$ cat src/rtl/g711_coder_stream_if.sv
// Stream bundle for the G.711 coder: sample input side, code output side and saturation count.
interface g711_coder_stream_if #(
    parameter int DATA_IN_W = 15,
    parameter int TAG_W     = 4,
    parameter int SAT_CNT_W = 16
);
    logic signed [DATA_IN_W-1:0] data_in;
    logic [TAG_W-1:0]            tag_in;
    logic                        mode_in;
    logic                        valid_in;
    logic                        ready_in;
    logic [7:0]                  data_out;
    logic [TAG_W-1:0]            tag_out;
    logic                        valid_out;
    logic                        ready_out;
    logic                        sat_clr;
    logic [SAT_CNT_W-1:0]        sat_cnt;

    modport slave (
        input  data_in, tag_in, mode_in, valid_in, ready_out, sat_clr,
        output ready_in, data_out, tag_out, valid_out, sat_cnt
    );

    modport master (
        output data_in, tag_in, mode_in, valid_in, ready_out, sat_clr,
        input  ready_in, data_out, tag_out, valid_out, sat_cnt
    );
endinterface

$ cat src/rtl/g711_coder_stream.sv
// Streaming G.711 A-law / mu-law encoder: 3-stage pipeline with a global stall enable,
// per-sample mode and tag, and a sticky saturation event counter.
module g711_coder_stream #(
    parameter int DATA_IN_W  = 15,
    parameter int DATA_OUT_W = 8,
    parameter int TAG_W      = 4,
    parameter int SAT_CNT_W  = 16
) (
    input logic                clk,
    input logic                rst,
    g711_coder_stream_if.slave bus
);
    localparam int                   MAG_W    = DATA_IN_W - 1;
    localparam int                   SH_A     = DATA_IN_W - 13;
    localparam int                   SH_MU    = DATA_IN_W - 14;
    localparam logic [12:0]          MU_CLIP  = 13'd8158;
    localparam logic [12:0]          MU_BIAS  = 13'd33;
    localparam logic [DATA_IN_W-1:0] MOST_NEG = {1'b1, {MAG_W{1'b0}}};

    generate
        if (DATA_IN_W < 14 || DATA_IN_W > 24) begin : g_bad_data_in_w
            $error("g711_coder_stream: DATA_IN_W must be within 14..24");
        end
        if (DATA_OUT_W != 8) begin : g_bad_data_out_w
            $error("g711_coder_stream: DATA_OUT_W must be 8");
        end
    endgenerate

    // |x| with the most negative code pinned to the largest positive magnitude
    function automatic logic [MAG_W-1:0] f_abs_sat(input logic signed [DATA_IN_W-1:0] x);
        logic signed [DATA_IN_W-1:0] nx;
        if ($unsigned(x) == MOST_NEG) return {MAG_W{1'b1}};
        nx = -x;
        return x[DATA_IN_W-1] ? MAG_W'(nx) : MAG_W'(x);
    endfunction

    function automatic logic [SAT_CNT_W-1:0] f_sat_inc(input logic [SAT_CNT_W-1:0] cnt);
        return (&cnt) ? cnt : cnt + SAT_CNT_W'(1);
    endfunction

    function automatic logic [6:0] f_alaw_seg(input logic [11:0] m);
        logic [6:0] r;
        r = {3'd0, m[4:1]};
        for (int p = 5; p <= 11; p++) begin
            if (m[p]) r = {3'(p - 4), 4'(m >> (p - 4))};
        end
        return r;
    endfunction

    // bias guarantees v >= 33, so bit 5 or above always holds the leading one
    function automatic logic [6:0] f_mulaw_seg(input logic [12:0] v);
        logic [6:0] r;
        r = 7'd0;
        for (int p = 5; p <= 12; p++) begin
            if (v[p]) r = {3'(p - 5), 4'(v >> (p - 4))};
        end
        return r;
    endfunction

    logic                 adv, accept;
    logic [MAG_W-1:0]     mag;
    logic [11:0]          m_a;
    logic [12:0]          m_mu;
    logic [12:0]          mag_s0;
    logic                 mu_over, sat_evt;

    logic                 vld_p0, vld_p1, vld_p2;
    logic                 sign_p0, mode_p0;
    logic [TAG_W-1:0]     tag_p0;
    logic [12:0]          mag_p0;
    logic                 sign_p1, mode_p1;
    logic [TAG_W-1:0]     tag_p1;
    logic [6:0]           segmant_p1;
    logic [DATA_OUT_W-1:0] code_p2;
    logic [TAG_W-1:0]     tag_p2;
    logic [SAT_CNT_W-1:0] sat_cnt_r;

    assign adv    = ~vld_p2 | bus.ready_out;
    assign accept = bus.valid_in & adv;

    always_comb begin
        mag     = f_abs_sat(bus.data_in);
        m_a     = 12'(mag >> SH_A);
        m_mu    = 13'(mag >> SH_MU);
        mu_over = (m_mu > MU_CLIP);
        if (bus.mode_in) mag_s0 = (mu_over ? MU_CLIP : m_mu) + MU_BIAS;
        else             mag_s0 = {1'b0, m_a};
        sat_evt = ($unsigned(bus.data_in) == MOST_NEG) | (bus.mode_in & mu_over);
    end

    always_ff @(posedge clk) begin
        if (rst) begin
            vld_p0 <= 1'b0;
            vld_p1 <= 1'b0;
            vld_p2 <= 1'b0;
        end else if (adv) begin
            vld_p0 <= bus.valid_in;
            vld_p1 <= vld_p0;
            vld_p2 <= vld_p1;
        end
    end

    always_ff @(posedge clk) begin
        if (adv) begin
            // stage 0: sign and scaled magnitude
            sign_p0    <= bus.data_in[DATA_IN_W-1];
            mode_p0    <= bus.mode_in;
            tag_p0     <= bus.tag_in;
            mag_p0     <= mag_s0;
            // stage 1: segment and mantissa
            sign_p1    <= sign_p0;
            mode_p1    <= mode_p0;
            tag_p1     <= tag_p0;
            segmant_p1 <= mode_p0 ? f_mulaw_seg(mag_p0) : f_alaw_seg(mag_p0[11:0]);
        end
    end

    // stage 2: code assembly; the output register is visible, so it is cleared on reset
    always_ff @(posedge clk) begin
        if (rst) begin
            code_p2 <= '0;
            tag_p2  <= '0;
        end else if (adv) begin
            code_p2 <= mode_p1 ? ~{sign_p1, segmant_p1} : ({~sign_p1, segmant_p1} ^ 8'h55);
            tag_p2  <= tag_p1;
        end
    end

    always_ff @(posedge clk) begin
        if (rst)                   sat_cnt_r <= '0;
        else if (bus.sat_clr)      sat_cnt_r <= '0;
        else if (accept & sat_evt) sat_cnt_r <= f_sat_inc(sat_cnt_r);
    end

    assign bus.ready_in  = adv;
    assign bus.valid_out = vld_p2;
    assign bus.data_out  = code_p2;
    assign bus.tag_out   = tag_p2;
    assign bus.sat_cnt   = sat_cnt_r;
endmodule

$ cat src/flat_wrapper.sv
// flat-port wrapper written by rule: the top's interface ports become plain ports
module g711_coder_stream_flat 
#(
    parameter int DATA_IN_W  = 15,
    parameter int DATA_OUT_W = 8,
    parameter int TAG_W      = 4,
    parameter int SAT_CNT_W  = 16
)
  (clk, rst, bus_data_in, bus_tag_in, bus_mode_in, bus_valid_in, bus_ready_out, bus_sat_clr, bus_ready_in, bus_data_out, bus_tag_out, bus_valid_out, bus_sat_cnt);
  g711_coder_stream_if #(.DATA_IN_W(DATA_IN_W), .TAG_W(TAG_W), .SAT_CNT_W(SAT_CNT_W)) bus_i ();
  input logic clk;
  input logic rst;
  input wire logic [$bits(bus_i.data_in)-1:0] bus_data_in;
  input wire logic [$bits(bus_i.tag_in)-1:0] bus_tag_in;
  input wire logic [$bits(bus_i.mode_in)-1:0] bus_mode_in;
  input wire logic [$bits(bus_i.valid_in)-1:0] bus_valid_in;
  input wire logic [$bits(bus_i.ready_out)-1:0] bus_ready_out;
  input wire logic [$bits(bus_i.sat_clr)-1:0] bus_sat_clr;
  output wire logic [$bits(bus_i.ready_in)-1:0] bus_ready_in;
  output wire logic [$bits(bus_i.data_out)-1:0] bus_data_out;
  output wire logic [$bits(bus_i.tag_out)-1:0] bus_tag_out;
  output wire logic [$bits(bus_i.valid_out)-1:0] bus_valid_out;
  output wire logic [$bits(bus_i.sat_cnt)-1:0] bus_sat_cnt;
  assign bus_i.data_in = bus_data_in;
  assign bus_i.tag_in = bus_tag_in;
  assign bus_i.mode_in = bus_mode_in;
  assign bus_i.valid_in = bus_valid_in;
  assign bus_i.ready_out = bus_ready_out;
  assign bus_i.sat_clr = bus_sat_clr;
  assign bus_ready_in = bus_i.ready_in;
  assign bus_data_out = bus_i.data_out;
  assign bus_tag_out = bus_i.tag_out;
  assign bus_valid_out = bus_i.valid_out;
  assign bus_sat_cnt = bus_i.sat_cnt;
  g711_coder_stream #(.DATA_IN_W(DATA_IN_W), .DATA_OUT_W(DATA_OUT_W), .TAG_W(TAG_W), .SAT_CNT_W(SAT_CNT_W)) u_core (.clk(clk), .rst(rst), .bus(bus_i));
endmodule
$ cat config.mk
export PLATFORM = sky130hd
export DESIGN_NAME = g711_coder_stream_flat
export DESIGN_NICKNAME = d
export VERILOG_FILES = /design/src/rtl/g711_coder_stream_if.sv /design/src/rtl/g711_coder_stream.sv /design/src/flat_wrapper.sv
export SDC_FILE = /design/constraint.sdc
export NUM_CORES = 1
export LEC_CHECK = 0
export ABC_CLOCK_PERIOD_IN_PS = 10870
export CORE_ASPECT_RATIO = 1.25
export CORE_MARGIN = 5
export CORE_UTILIZATION = 35
export DETAILED_ROUTE_END_ITERATION = 10
export SYNTH_ARGS = -nofsm -noshare
export SYNTH_HDL_FRONTEND = slang
export SYNTH_SLANG_ARGS = --single-unit
$ cat constraint.sdc
create_clock -name clk -period 10.87 [get_ports clk]
set_input_delay 2.174 -clock clk [delete_from_list [all_inputs] [get_ports clk]]
set_output_delay 2.174 -clock clk [all_outputs]
set_load 0.03 [all_outputs]
Word-level counts from Yosys, hierarchy flattened --
Index checks and enable logic that the tools add are counted.
Operators by class: equal/unequal tests 1, reduce and logical (&&, ||, !) cells 3, bitwise operators 10, order comparisons 1, muxes and demuxes 23, add/sub/neg operators 3
Operators by type and width (count):
- 2-to-1 mux 7 bit | 9
- 2-to-1 mux 14 bit | 3
- 2-to-1 mux 6 bit | 4
- adder 16 x 1 -> 16 bit, second input constant | 1
- AND reduction 16 bit | 1
- equality test 15 bit, second input constant | 1
- negator 14 bit | 1
- adder 13 x 6 -> 13 bit, second input constant | 1
- > comparator 13 bit, second input constant | 1
- 2-to-1 mux 13 bit | 1
- 2-to-1 mux 12 bit | 1
- 2-to-1 mux 5 bit | 2
- 2-to-1 mux 8 bit | 1
- NOT 8 bit | 1
- 2-to-1 mux 4 bit | 1
- NOT 4 bit | 1
- AND 1 bit | 3
- NOT 1 bit | 3
- bitwise OR 1 bit | 2
- AND reduction 2 bit | 1
- OR reduction 2 bit | 1
- 2-to-1 mux 1 bit | 1
Word-level totals: bits in registers 63, logic and storage cells 56

Logic depth before layout (Yosys ltp) --
Gate-level depths: netlist of the first run.
depth in word-level cells 9, mapped depth 15, depth with buffers taken out 14

Worst setup path after synthesis of the first run --
OpenSTA, ideal clock, no wires.
path type input to output, from input port bus_ready_out, to output port bus_ready_in, buffers on the path 2, stages on the path 4, required time 8696 ps, path slack 4897 ps, arrival 3799 ps, cell sequence nor2b_1 > clkbuf_1 > inv_1 > buf_1
Between the ends: word-level cells in the longest chain between the ends 1
Ends and longest elaborated chain:
- start, declared | line flat_wrapper.sv:17 | input wire logic [$bits(bus_i.ready_out)-1:0] bus_ready_out;
- bitwise OR 1 bit | line g711_coder_stream.sv:78 | assign adv = ~vld_p2 | bus.ready_out;
- end, declared | line flat_wrapper.sv:19 | output wire logic [$bits(bus_i.ready_in)-1:0] bus_ready_in;
Every way passes these cells.

Worst setup path in the final report of the first run --
from input port bus_data_in[1], to register u_core.mag_p0[10] (data pin)
Between the ends: word-level cells in the longest chain between the ends 7, elaborated cells on any way between the ends 9, classes of those cells 2 x add/sub; 1 x order compare; 1 x eq/ne; 5 x mux
Ends and longest elaborated chain:
- start, declared | line flat_wrapper.sv:13 | input wire logic [$bits(bus_i.data_in)-1:0] bus_data_in;
- negator 14 bit / equality test 15 bit (equally long branches) | line g711_coder_stream.sv:33, g711_coder_stream.sv:32
- 2-to-1 mux 14 bit / 2-to-1 mux 1 bit (equally long branches) | line g711_coder_stream.sv:34, g711_coder_stream.sv:32
- 2-to-1 mux 14 bit (*) | line g711_coder_stream.sv:33 | nx = -x;
- > comparator 13 bit | line g711_coder_stream.sv:85 | mu_over = (m_mu > MU_CLIP);
- 2-to-1 mux 13 bit | line g711_coder_stream.sv:86 | if (bus.mode_in) mag_s0 = (mu_over ? MU_CLIP : m_mu) + MU_BIAS;
- adder 13 x 6 -> 13 bit | line g711_coder_stream.sv:86
- 2-to-1 mux 12 bit (*) | line g711_coder_stream.sv:86
- via u_core.mag_s0[10] | line g711_coder_stream.sv:64 | logic [12:0] mag_s0;
- end signal, assigned | line g711_coder_stream.sv:109 | mag_p0 <= mag_s0;
- end, declared | line g711_coder_stream.sv:70 | logic [12:0] mag_p0;
Mark *: on every way through the listed nets, which the timed path passes. The rest lies on a longest branch. A chain may end at the register's enable or synchronous reset.

==> results of run 1 <==
-- critical path: cells and delay by family --
family                     cells  cell delay, ps
buffers and inverters          3             620
adders and majority gates      2             520
and+or+nand+nor                1             520
AOI/OAI and AO/OA              9            2870
-- layer usage --
metal	track usage	share of wire	vias up
met5	0	0	-
met4	0.0617	0.021	0
met1	0.164	0.43	1531
met3	0.0326	0.053	19
met2	0.234	0.49	94
li1	-	-	1703
-- logic make-up (layout without fill, tap and decap cells) --
| logic type | Yosys count | after routing |
|---|---|---|
| mux | 1 | 1 |
| compound gates | 130 | 130 |
| xor+xnor | 15 | 15 |
| buf+inv | 35 | 81 |
| simple gates | 182 | 182 |
| flops | 62 | 62 |
| fa+ha+maj | 3 | 3 |
-- stage by stage --
step | utilization | setup WS [ps] | power (µW) | area (µm²)
floorplan | - | 4900 | 367 | 3770
global placement | 0.415 | 4140 | 403 | 4380
detailed placement | 0.415 | 3980 | 404 | 4380
CTS | 0.443 | 4340 | 684 | 4670
global route | 0.443 | 3970 | 711 | 4670
finish | 0.443 | 4290 | 674 | 4670
-- registers in the layout, indices dropped and copies added (netlist names) --
name,cells
u_core.bus.sat_cnt,16
u_core.mag_p0,12
u_core.bus.data_out,8
u_core.segmant_p1,7
u_core.bus.tag_out,4
u_core.tag_p0,4
u_core.tag_p1,4
u_core.bus.valid_out,1
u_core.mode_p0,1
u_core.mode_p1,1
u_core.sign_p0,1
u_core.sign_p1,1
u_core.vld_p0,1
u_core.vld_p1,1
-- power groups by stage --
| stage | registers (µW) | clock network (µW) | logic (µW) |
|---|---|---|---|
| after floorplan | 293 | 0 | 74.1 |
| after global placement | 293 | 0 | 110 |
| after detailed placement | 293 | 0 | 111 |
| after CTS | 288 | 284 | 112 |
| after global routing | 292 | 295 | 124 |
| final | 289 | 274 | 112 |
-- cell usage in the layout (no fill, tap or decap), types with 4 or more instances in the layout --
cell             instances
or3_1                    8
nand3_1                 14
o21a_1                   4
and3_1                  10
or4_1                    6
or2_2                    4
edfxtp_1                31
nand2b_1                 5
clkdlybuf4s50_1         54
and2_1                   4
nor4_1                   4
nor2_1                  43
nor3_1                   9
a211oi_1                13
nand2_1                 40
clkbuf_16                9
a311oi_1                 4
o21ai_0                 21
dfxtp_1                 31
o211ai_1                 4
o31ai_1                  9
inv_1                    9
xnor2_1                  7
a22oi_1                  5
xor2_1                   8
nor2b_1                 16
a21oi_1                 34
-- cell usage after synthesis, types with 5 or more instances --
cell type,instances
nor2_1,43
nand2_1,40
a21oi_1,34
dfxtp_1,31
edfxtp_1,31
o21ai_0,21
clkbuf_1,19
nor2b_1,16
nand3_1,14
a211oi_1,13
and3_1,10
inv_1,10
nor3_1,9
o31ai_1,9
or3_1,8
xor2_1,8
xnor2_1,7
or4_1,6
a22oi_1,5
nand2b_1,5
-- final timing paths --
path / from / to / depth (start not counted)
worst min register to register: u_core.tag_p0[2] / u_core.tag_p1[2] / 0
worst min-delay path: u_core.tag_p0[2] / u_core.tag_p1[2] / 0
worst max register to register: u_core.bus.valid_out / u_core.bus.sat_cnt[10] / 7
worst max-delay path: bus_data_in[1] / u_core.mag_p0[10] / 15
-- final cells by class --
cell class,instances,area [µm²],share of cell area
multi-input cells,331,2080,0.445
flip-flops and latches,62,1550,0.332
repair buffers,55,548,0.117
clock buffers,11,233,0.0498
well taps,132,165,0.0353
clock inverters,5,60.1,0.0128
inverters,10,37.5,0.00803
==> impl_metrics.csv, run 1 <==
group,metric,value,unit
synth,async_reset_ff_frac,0,
routing,first_pass_iters,4,
run_status,status,"finished clean",
timing,grt_setup_unrepaired,"no",
clocking,clkSinkCount,62,
finish,drive_gt1_frac,0.0612,
clocking,cts_htree_levels,3,
global_routing,gr-total-overflow,0,
power,ir_drop,70.1,µV
job,maxCapViolations,0,
setup_path,crit_chain,"clkdlybuf4s50_1 -> inv_1 -> ha_1 -> or3b_1 -> a211oi_1 -> a311oi_1 -> a21oi_1 -> a211o_1 -> a21boi_0 -> ha_1 -> inv_1 -> o41ai_1 -> a2bb2oi_2 -> a221oi_1 -> a311oi_1",
timing,worst_pin_slew,931,ps
timing,clock_skew,7.71,ps
clocking,clkTransAtPathRegs,50,ps
floorplan,core_area,10600,µm²
routing,drc,0,
timing,min_period,6580,ps
synth,synth_top_area_frac,0.247,
setup_path,crit_fanout,7,
timing,drv_slew,0,
power,p_int,497,µW
synth,synth_area_leaders,"edfxtp_1, dfxtp_1, a21oi_1, nor2_1, nand2_1",
setup_path,critPathLaunchType,"primary input",
floorplan,fp.dieArea,13000,µm²
power,p_leak,0.00164,µW
clocking,cts_buffers,9,
clocking,clock_latency,320,ps
clocking,cts-root-buf,"clkbuf_16",
synth,synth_area,3770,µm²
timing,hold_violations,0,
power,p_comb_frac,0.166,
routing,wl_per_cell,14.3,µm
setup_path,cpMaxStageDelayCell,"a211oi_1",
timing,maxSlewHeadroom,0.374,
floorplan,io_pins,55,
finish,diodes,0,
routing,ant_nets,0,
power,switching_share,0.263,
global_routing,grt_pass1_vias,3225,
global_routing,grt_max_degree,55,
synth,synth_top_family_by_area,"simple AND/OR/NAND/NOR gates",
synth,synth_largest_area_cell,"edfxtp_1",
clocking,clockBufferDepth,2,
setup_path,rrSetupSlack,8200,ps
synth,synthCells,428,
placement,gp_congestion,0.902,
synth,synth_cell_types,66,
power,seqPwrFrac,0.428,
timing,finalSetupViolCount,0,
clocking,hold_buffers,0,
clocking,post_cts_buffers,0,
global_routing,groute.usage.overall,0.138,
timing,timing.fmax,152,MHz
clocking,post_cts_resized,0,
routing,drt_iter0_markers,140,
finish,layout.cells.non_filler,606,
floorplan,num_rows,42,
routing,viasPerCell,5.52,
synth,muxShareOfSynthArea,0.00265,
power,p_switching,177,µW
synth,synth_area_per_cell,8.81,µm²
timing,hold_ws,417,ps
timing,finalCritPeriodShare,0.605,
placement,dp_hpwl,6380,µm
power,cellPowerDensity,144,nW/µm²
synth,synth-edff-count,31,
synth,ys_warn_count,0,
finish,areaGrowthSynthToFinish,23.9,%
power,clkPwrFrac,0.406,
timing,fin_setup_tns,0,ps
setup_path,crit_type,"in2reg",
finish,fillers,1051,
synth,synth_top_flop_cell,"edfxtp_1",
floorplan,die_h,126,µm
placement,dp_cells,590,
finish,fin_nets,497,
clocking,cts_tree,"built",
floorplan,die_w,103,µm
setup_path,worstPathRequired,11010,ps
synth,synth_fa_ha_area_frac,0.00995,
worst_hold_path,hp-class,"reg2reg",
routing,routed_wl,8660,µm
synth,synth_nets,456,
synth,synth_seq_area_share,0.411,
synth,synthSimpleGateAreaFrac,0.255,
routing,vias,3347,
synth,synth-xor-area-share,0.0348,
global_routing,grt_first_pass_wirelength,14800,µm
placement,io_buffers,54,
floorplan,start_util,0.357,
setup_path,slowest_delay,560,ps
synth,ys_ff_latch,62,
setup_path,worstPathArrival,6710,ps
synth,synth_compound_area_frac,0.249,
global_routing,antenna_found_initial,0,
setup_path,worstSetupEndpointType,"register",
(Power assumes the default switching activity.)
==> run 2: changes to the inputs <==
--- a/config.mk
+++ b/config.mk
@@ -5,7 +5,7 @@
 export SDC_FILE = /design/constraint.sdc
 export NUM_CORES = 1
 export LEC_CHECK = 0
-export ABC_CLOCK_PERIOD_IN_PS = 10870
+export ABC_CLOCK_PERIOD_IN_PS = 6800
 export CORE_ASPECT_RATIO = 1.25
 export CORE_MARGIN = 5
 export CORE_UTILIZATION = 35
==> constraint.sdc (replaced) <==
create_clock -name clk -period 6.8 [get_ports clk]
set_input_delay 1.36 -clock clk [delete_from_list [all_inputs] [get_ports clk]]
set_output_delay 1.36 -clock clk [all_outputs]
set_load 0.03 [all_outputs]
==> run 2 against run 1 <==
  * Core utilization up 0.47 points
  * Setup slack got worse by 3100 ps
  * Combinational power grew 60%
  * Sequential share of layout area down 0.35 points
  * Via count rose by 2.5%
  * Non-clock buffer count grew 2
  * First-iteration DRC count shrank 25%
  * Sequential power up 60%
  * Final area increased by 1.1%
  * Routed wire length up 1.1%
  * Highest routed layer unchanged
==> impl_metrics.csv, run 2 (synthesis gave the netlist of run 1 again) <==
group,metric,value,unit
run_status,status,"finished clean",
worst_hold_path,min_from,"u_core.tag_p0[3]",
floorplan,fp.dieArea,13000,µm²
routing,drt_iter0_markers,105,
setup_path,worstSetupEndpointType,"register",
setup_path,worstPathArrival,5790,ps
placement,place_ws,821,ps
floorplan,io_pins,55,
finish,drive_gt1_frac,0.0693,
routing,viasPerCell,5.64,
routing,drc,0,
clocking,cts_tree,"built",
worst_hold_path,worstHoldEndpoint,"u_core.tag_p1[3]",
timing,drv_slew,0,
timing,fin_ws,1160,ps
finish,final-seq-area,1550,µm²
timing,maxSlewHeadroom,0.402,
clocking,clock_latency,320,ps
setup_path,regToRegEndpoint,"u_core.bus.sat_cnt[8]",
clocking,cts-root-buf,"clkbuf_16",
setup_path,worstPathRequired,6950,ps
global_routing,antenna_found_initial,0,
finish,fin_nets,499,
timing,finalCritPeriodShare,0.829,
global_routing,gr-total-overflow,0,
clocking,clkTransAtPathRegs,50,ps
power,cellPowerDensity,238,nW/µm²
finish,diodes,0,
power,p_leak,0.00167,µW
timing,hold_violations,0,
global_routing,grt_first_pass_wirelength,14600,µm
routing,vias,3431,
clocking,post_cts_buffers,0,
finish,fillers,1044,
setup_path,crit_fanout,7,
setup_path,slowest_delay,590,ps
power,p_comb_frac,0.160,
finish,multi_input_area,2080,µm²
worst_hold_path,worstHoldPathCells,0,
finish,layout_commonest_cell,"clkdlybuf4s50_1",
routing,first_pass_iters,4,
finish,areaGrowthSynthToFinish,25.2,%
power,seqPwrFrac,0.411,
routing,ant_nets,0,
placement,gp_congestion,0.935,
setup_path,rr_worst_depth,7,
clocking,cts_buffers,9,
global_routing,grt_use_met2,0.235,
clocking,clkSinkCount,62,
finish,layout.cells.most_common_list,"clkdlybuf4s50_1, nor2_1, nand2_1, a21oi_1",
setup_path,rrSetupSlack,4110,ps
clocking,clockBufferDepth,2,
timing,fin_setup_tns,0,ps
setup_path,timing.rr.start,"u_core.bus.valid_out",
global_routing,grt_use_met1,0.158,
global_routing,met3_usage,0.0321,
floorplan,start_util,0.357,
global_routing,grt_pass1_vias,3228,
power,switching_share,0.255,
setup_path,critPathLaunchType,"primary input",
timing,timing.fmax,177,MHz
timing,finalSetupViolCount,0,
timing,worst_pin_slew,889,ps
worst_hold_path,hp-class,"reg2reg",
finish,largest_reg_flops,16,
clocking,cts_htree_levels,3,
floorplan,die_w,103,µm
global_routing,grt_max_degree,55,
power,ir_drop,124,µV
timing,clock_skew,3.63,ps
power,p_int,837,µW
clocking,hold_buffers,0,
floorplan,core_area,10600,µm²
placement,dp_hpwl,6490,µm
routing,routed_wl,8760,µm
floorplan,die_h,126,µm
setup_path,cpMaxStageDelayCell,"or4_4",
floorplan,num_rows,42,
job,maxCapViolations,0,
placement,io_buffers,54,
setup_path,crit_type,"in2reg",
timing,min_period,5640,ps
timing,hold_ws,416,ps
global_routing,top_usage_layer,"met2",
clocking,post_cts_resized,0,
power,clkPwrFrac,0.430,
routing,wl_per_cell,14.4,µm
power,p_switching,286,µW
setup_path,crit_chain,"clkdlybuf4s50_1 -> inv_1 -> ha_1 -> or3b_1 -> o311ai_4 -> o221ai_2 -> or4_4 -> a211o_1 -> nand3_1 -> ha_1 -> inv_1 -> o41ai_1 -> a2bb2oi_2 -> a221oi_1 -> a311oi_1",
global_routing,groute.usage.overall,0.137,
timing,grt_setup_unrepaired,"no",
[run 2: changes by cell type in the layout (fill, tap and decap cells not counted)]
cell,delta
buf_4,+2
clkbuf_1,-2
clkbuf_8,+2
clkbuf_16,+1
clkinv_4,-1
clkinvlp_4,-1
inv_4,+1
[run 2: area by class of cell]
cell class | instances | share of cell area
Timing Repair Buffer | 57 | 0.119
Tap cell | 132 | 0.0350
Clock inverter | 4 | 0.0106
Multi-Input combinational cell | 331 | 0.440
Clock buffer | 12 | 0.0588
Sequential cell | 62 | 0.328
Inverter | 10 | 0.00794
[run 2: metrics by stage]
| step | area (µm²) | power, µW | cells | utilization |
|---|---|---|---|---|
| finish | 4720 | 1120 | 608 | 0.447 |
| global route | 4720 | 1180 | 608 | 0.447 |
| CTS | 4720 | 1140 | 608 | 0.447 |
| detailed placement | 4400 | 647 | 592 | 0.416 |
| global placement | 4400 | 644 | 592 | 0.416 |
| floorplan | 3770 | 587 | 428 | - |
[run 2: worst max-delay path by stage]
stage / to / startpoint / slack, ps
after floorplan: u_core.mag_p0[10] / bus_data_in[0] / 1720
after global placement: u_core.mag_p0[10] / bus_data_in[1] / 950
after detailed placement: u_core.mag_p0[10] / bus_data_in[1] / 820
after CTS: u_core.mag_p0[10] / bus_data_in[1] / 1160
after global routing: u_core.mag_p0[10] / bus_data_in[1] / 780
final: u_core.mag_p0[10] / bus_data_in[1] / 1160
[run 2: critical path, delay by kind of cell]
family	cells	cell delay [ps]
AOI/OAI and AO/OA	7	2110
and+or+nand+nor	3	1190
buffers and inverters	3	640
adders and majority gates	2	480
[run 2: power groups by stage]
stage / logic (µW) / clock network (µW) / registers, µW
floorplan: 118 / 0 / 468
global placement: 176 / 0 / 468
detailed placement: 179 / 0 / 468
CTS: 179 / 495 / 461
global route: 200 / 512 / 467
finish: 179 / 482 / 461
[run 2: metal layers]
metal,vias to the layer above,part of all wire
met5,-,0
met4,0,0.029
met3,26,0.053
met2,107,0.50
met1,1589,0.41
li1,1709,-
